### config.mk
export PLATFORM = sky130hd
export DESIGN_NAME = led_request_arbiter
export DESIGN_NICKNAME = d
export VERILOG_FILES = /design/src/rtl/led_request_arbiter.sv
export SDC_FILE = /design/constraint.sdc
export NUM_CORES = 1
export LEC_CHECK = 0
export CAP_MARGIN = 20
export CORE_ASPECT_RATIO = 0.7
export CORE_MARGIN = 5
export CORE_UTILIZATION = 62
export DETAILED_ROUTE_END_ITERATION = 8
export HOLD_SLACK_MARGIN = 0.02
export PLACE_DENSITY = 0.79
export RECOVER_POWER = 50
export SLEW_MARGIN = 40
export SYNTH_ARGS = -nofsm -noshare
export SYNTH_HDL_FRONTEND = slang
export SYNTH_SLANG_ARGS = --single-unit
### constraint.sdc
create_clock -name clk -period 3.2 [get_ports clk]
set_clock_uncertainty 0.15 [all_clocks]
set_input_delay 0.32 -clock clk [delete_from_list [all_inputs] [get_ports clk]]
set_output_delay 0.32 -clock clk [all_outputs]
set_load 0.005 [all_outputs]
### src/rtl/led_request_arbiter.sv
// Button front end for the RGB LED: synchronise, debounce and edge-detect two buttons,
// latch presses as pending requests, and serve them round-robin as timed colour windows.
`timescale 1ns/1ps
module led_request_arbiter #(
  parameter int unsigned CNT_W           = 32,
  parameter int unsigned DEBOUNCE_CYCLES = 250000,
  parameter int unsigned HOLD_CYCLES     = 67108864,
  parameter int unsigned GAP_CYCLES      = 2500000
) (
  input  logic       clk,
  input  logic       rst_n,
  input  logic       btn1,
  input  logic       btn2,
  output logic       led_r,
  output logic       led_g,
  output logic       led_b,
  output logic [1:0] grant,
  output logic       busy
);

  localparam logic [CNT_W-1:0] CNT_ONE   = CNT_W'(1);
  localparam logic [CNT_W-1:0] DB_LAST   = CNT_W'(DEBOUNCE_CYCLES - 1);
  localparam logic [CNT_W-1:0] HOLD_LAST = CNT_W'(HOLD_CYCLES - 1);
  localparam logic [CNT_W-1:0] GAP_LAST  = CNT_W'(GAP_CYCLES - 1);

  typedef enum logic [1:0] {
    IDLE  = 2'd0,
    SERV1 = 2'd1,
    SERV2 = 2'd2,
    GAP   = 2'd3
  } state_t;

  // Bit 0 is btn1, bit 1 is btn2 throughout.
  logic [1:0]            btn_meta;
  logic [1:0]            btn_sync;
  logic [1:0]            db;
  logic [1:0]            db_d;
  logic [1:0]            press;
  logic [1:0][CNT_W-1:0] db_cnt;

  state_t           state;
  state_t           state_nxt;
  logic [CNT_W-1:0] timer;
  logic [CNT_W-1:0] timer_nxt;
  logic [1:0]       pend;
  logic [1:0]       pend_nxt;
  logic             last_b2;
  logic             last_b2_nxt;
  logic [1:0]       pick;
  logic [1:0]       serv_mask;
  logic             take;
  logic [2:0]       led_nxt;
  logic [1:0]       grant_nxt;
  logic             busy_nxt;

  // Input conditioning: 2-FF sync, level debounce, registered rising-edge pulse.
  always_ff @(posedge clk or negedge rst_n) begin
    if (!rst_n) begin
      btn_meta <= '0;
      btn_sync <= '0;
      db       <= '0;
      db_d     <= '0;
      press    <= '0;
      db_cnt   <= '0;
    end else begin
      btn_meta <= {btn2, btn1};
      btn_sync <= btn_meta;
      db_d     <= db;
      press    <= db & ~db_d;
      for (int i = 0; i < 2; i++) begin
        if (btn_sync[i] == db[i]) begin
          db_cnt[i] <= '0;
        end else if (db_cnt[i] == DB_LAST) begin
          db[i]     <= btn_sync[i];
          db_cnt[i] <= '0;
        end else begin
          db_cnt[i] <= db_cnt[i] + CNT_ONE;
        end
      end
    end
  end

  // Service FSM state and registered outputs.
  always_ff @(posedge clk or negedge rst_n) begin
    if (!rst_n) begin
      state   <= IDLE;
      timer   <= '0;
      pend    <= '0;
      last_b2 <= 1'b1;
      led_r   <= 1'b0;
      led_g   <= 1'b0;
      led_b   <= 1'b1;
      grant   <= 2'b00;
      busy    <= 1'b0;
    end else begin
      state   <= state_nxt;
      timer   <= timer_nxt;
      pend    <= pend_nxt;
      last_b2 <= last_b2_nxt;
      {led_r, led_g, led_b} <= led_nxt;
      grant   <= grant_nxt;
      busy    <= busy_nxt;
    end
  end

  // Next state, timer, pending flags and output decode.
  always_comb begin
    state_nxt   = state;
    timer_nxt   = timer;
    pend_nxt    = pend;
    last_b2_nxt = last_b2;
    take        = 1'b0;
    serv_mask   = 2'b00;
    led_nxt     = 3'b001;
    grant_nxt   = 2'b00;
    busy_nxt    = 1'b0;

    // Round-robin: on a tie the source not granted last time wins.
    if (pend == 2'b11) begin
      pick = last_b2 ? 2'b01 : 2'b10;
    end else begin
      pick = pend;
    end

    case (state)
      IDLE: begin
        take = (pick != 2'b00);
      end
      SERV1, SERV2: begin
        serv_mask = (state == SERV1) ? 2'b01 : 2'b10;
        if ((press & serv_mask) != 2'b00) begin
          timer_nxt = '0;
        end else if (timer == HOLD_LAST) begin
          state_nxt = GAP;
          timer_nxt = '0;
        end else begin
          timer_nxt = timer + CNT_ONE;
        end
      end
      GAP: begin
        if (timer == GAP_LAST) begin
          state_nxt = IDLE;
          timer_nxt = '0;
          take      = (pick != 2'b00);
        end else begin
          timer_nxt = timer + CNT_ONE;
        end
      end
      default: begin
        state_nxt = IDLE;
        timer_nxt = '0;
      end
    endcase

    if (take) begin
      state_nxt   = pick[0] ? SERV1 : SERV2;
      timer_nxt   = '0;
      last_b2_nxt = pick[1];
      pend_nxt    = pend & ~pick;
    end

    // Set after clear so a coinciding press wins; the source in service retriggers instead.
    pend_nxt = pend_nxt | (press & ~serv_mask);

    case (state_nxt)
      SERV1: begin
        led_nxt   = 3'b011;
        grant_nxt = 2'b01;
        busy_nxt  = 1'b1;
      end
      SERV2: begin
        led_nxt   = 3'b110;
        grant_nxt = 2'b10;
        busy_nxt  = 1'b1;
      end
      GAP: begin
        led_nxt   = 3'b000;
        grant_nxt = 2'b00;
        busy_nxt  = 1'b1;
      end
      default: begin
        led_nxt   = 3'b001;
        grant_nxt = 2'b00;
        busy_nxt  = 1'b0;
      end
    endcase
  end

endmodule

==> results.md <==
- Die height: 91.6 µm
- Die width: 127 µm
- R2R Path Start: timer[0]
- Distinct cells, synth: 52
- Initial DRC count: about 610
- First-pass GRT wire length: approximately 22 mm
- Final period utilization: 86.7%
- Slew @ Worst Pin: 1090 ps
- Warnings from Yosys: 0
- Core area: 0.00918 mm²
- # setup viols final: 0
- Post-route minimum period: between 2000 and 3000 ps
- Antenna viol nets, final: 0
- Max Slew Vio Count: 0
- Asr flop ratio synth: 100%
- Routed wire length: 13.0 mm
- Pwr Density: 531 mW/mm²
- Critical-path maximum fanout: 6
- Top reg by flops: db_cnt
- Post-CTS setup buffer count: 0
- Dpl ws: 495 ps
- # nets final: between 600 and 700
- Worst setup endpoint: led_b
- Highest clock rate: 360 MHz
- HPWL after DPL: 8.26 mm
- R2R depth: 9
- Area grow syn2layout: 14.9%
- Largest register FFs: 64
- Largest registers: db_cnt x64, timer x32
- Peak VDD IR: ~0.44 mV
- Post-synthesis adder-cell area fraction: 2.54%
- Root Driver: clkbuf_16
- Number of vias per cell: 6.18
- Initial Utilization: 64.3%
- WL per Instance: 16.8 µm
- Critical Path RT: 3410 ps
- Type of the worst setup path: flip-flop to flip-flop
- Synth Area in Simple Gates: 27.4%
- Port buffer count: 9
- Seq cells post-synth: 116
- Vias in the first global route: 4,521
- Post-CTS Resized: 0
- RSZ-0062 raised after global routing: false
- Grt total ovfl: 0
- Syn avg cell area: just under 10 µm²
- Most frequent CP cell: ha_1
- Die ar.: 0.0116 mm²
- Gr usage total: 23.6%
- Most frequent cells in the layout: dfrtp_1 (114), nor2_1 (109), nand2_1 (55), xor2_1 (38), nand3_1 (37)
- CTS Buffer Depth: 2
- Initial antenna violation count: 0
- Syn Std Cell Area: between 0.005 and 0.006 mm²
- WP data arrival: 2980 ps
- Total of max-cap violations: 0
- Final GP Congestion: 0.892
- Worst Setup SP: timer[0]
- Drt drc: 0
- Sequential-to-total area share from yosys stat: 49.2%
- Critical R2R Capture: led_b
- CTS tree: built
- Critical path, cell by cell: ha_1 > nand4_2 > nor4_4 > nand3_1 > nor4b_1 > nor2_1 > a21boi_0 > ha_1 > or2_2
- Ys flop type: dfrtp_1
- Hold Crit Class: flip-flop to flip-flop
- Vias: 4,750
- Crit end category: flip-flop
- Post-synthesis mux area share: 1.08%
- Clock transition at the registers of the reported paths: about 50 ps
- Setup TNS: 0 ps
- P_leak: slightly above 3 nW
- CP max stage cell: dfrtp_1
- Final WS setup: ~420 ps
- ANT cells: 0
- Most common cell after layout, fill and taps aside: dfrtp_1
- Final hold vios: 0
- Later-pin clock latency in the skew report: 410 ps
- Rel. slew slack: 27.6%
- 1st-pass router iterations: 6
- Post-Synthesis Cells: ~600
- H-tree levels: 4
- Largest family of logic cells by synthesized area: simple AND/OR/NAND/NOR gates
- Xor and xnor area share after synthesis: about 10%
- Io pins: 10
- Synthesized net count: 629
- Post-synth EDFFs: 0
- Site Rows: 29
- Reg2Reg Setup Slack: 420 ps
- Share of layout cells above drive strength 1: 9.30%
- Status: finished, final reports clean
- Slowest cell delay on critical path: 420 ps
- Num CTS Buffers: 17
- WHS: 199 ps
- CTS Sinks: 116
- Crit path launch type: flip-flop
- Largest net degree at the start of global routing: between 60 and 70
- Synth Area in Compound Gates: 7.52%
-- critical path, delay by kind of cell (launching register included) --
kind | cells | cell delay, ps
and+or+nand+nor | 6 | 1230
adders and majority gates | 2 | 490
AOI/OAI and AO/OA | 1 | 420
DFF | 1 | 420
-- report_power, final --
part / switching [mW] / internal, mW / total, mW
Combinational: 0.0477 / 0.0135 / 0.0613
Sequential: 0.00821 / 1.48 / 1.49
Clock: 0.640 / 1.42 / 2.06
-- kinds of logic after synthesis --
logic type | Yosys count
compound gates | 64
fa+ha+maj | 12
xor+xnor | 68
mux | 6
simple gates | 317
flops | 116
buf+inv | 30
-- area by class of cell --
class / count / area [µm²]
Inverter: 11 / 41.3
Timing Repair Buffer: 19 / 171
Sequential cell: 116 / 2910
Clock buffer: 22 / 464
Clock inverter: 10 / 178
Fill cell: 640 / 2390
Tap cell: 124 / 155
Multi-Input combinational cell: 467 / 2870
-- stage by stage --
step,util [%],cell area [µm²],cells,power (mW)
detailed placement,66.8,6130,735,1.57
floorplan,-,5900,613,1.53
global placement,66.8,6130,735,1.57
global route,73.9,6790,769,3.72
finish,73.9,6790,769,3.60
CTS,73.9,6780,768,3.63
-- cell usage after synthesis (10+ instances only) --
cell	instances	share of area [%]
nor2_1	109	6.9
dfrtp_1	114	48
ha_1	12	2.5
a31oi_1	21	2.2
and3_1	23	2.4
inv_1	11	0.70
nand3_1	37	3.1
nor4_1	13	1.4
a21oi_1	10	0.85
nand2_1	55	3.5
xnor2_1	30	4.5
xor2_1	38	5.6
o21ai_0	11	0.93
clkbuf_1	15	0.95
nand4_1	24	2.5
-- how the worst min path moves through the flow --
stage                      startpoint     endpoint  cells after the start
after detailed placement  btn_meta[1]  btn_sync[1]                      0
final                     btn_meta[1]  btn_sync[1]                      0
after floorplan                 rst_n  btn_meta[0]                      0
after global placement    btn_meta[0]  btn_sync[0]                      0
after CTS                        btn1  btn_meta[0]                      1
after global routing      btn_meta[1]  btn_sync[1]                      0
-- routing by layer --
metal | routed length (µm) | GRT usage, %
met2 | 5900 | 35.0
met3 | 889 | 6.16
met4 | 200 | 7.86
met1 | 5970 | 34.0
met5 | 0 | 0
-- repair_timing --
action                                  CTS  global route
hold buffers                              1             0
endpoints found under the setup margin    0             0
hold endpoints to repair                 52             0
Power figures use the tool's default switching activity.
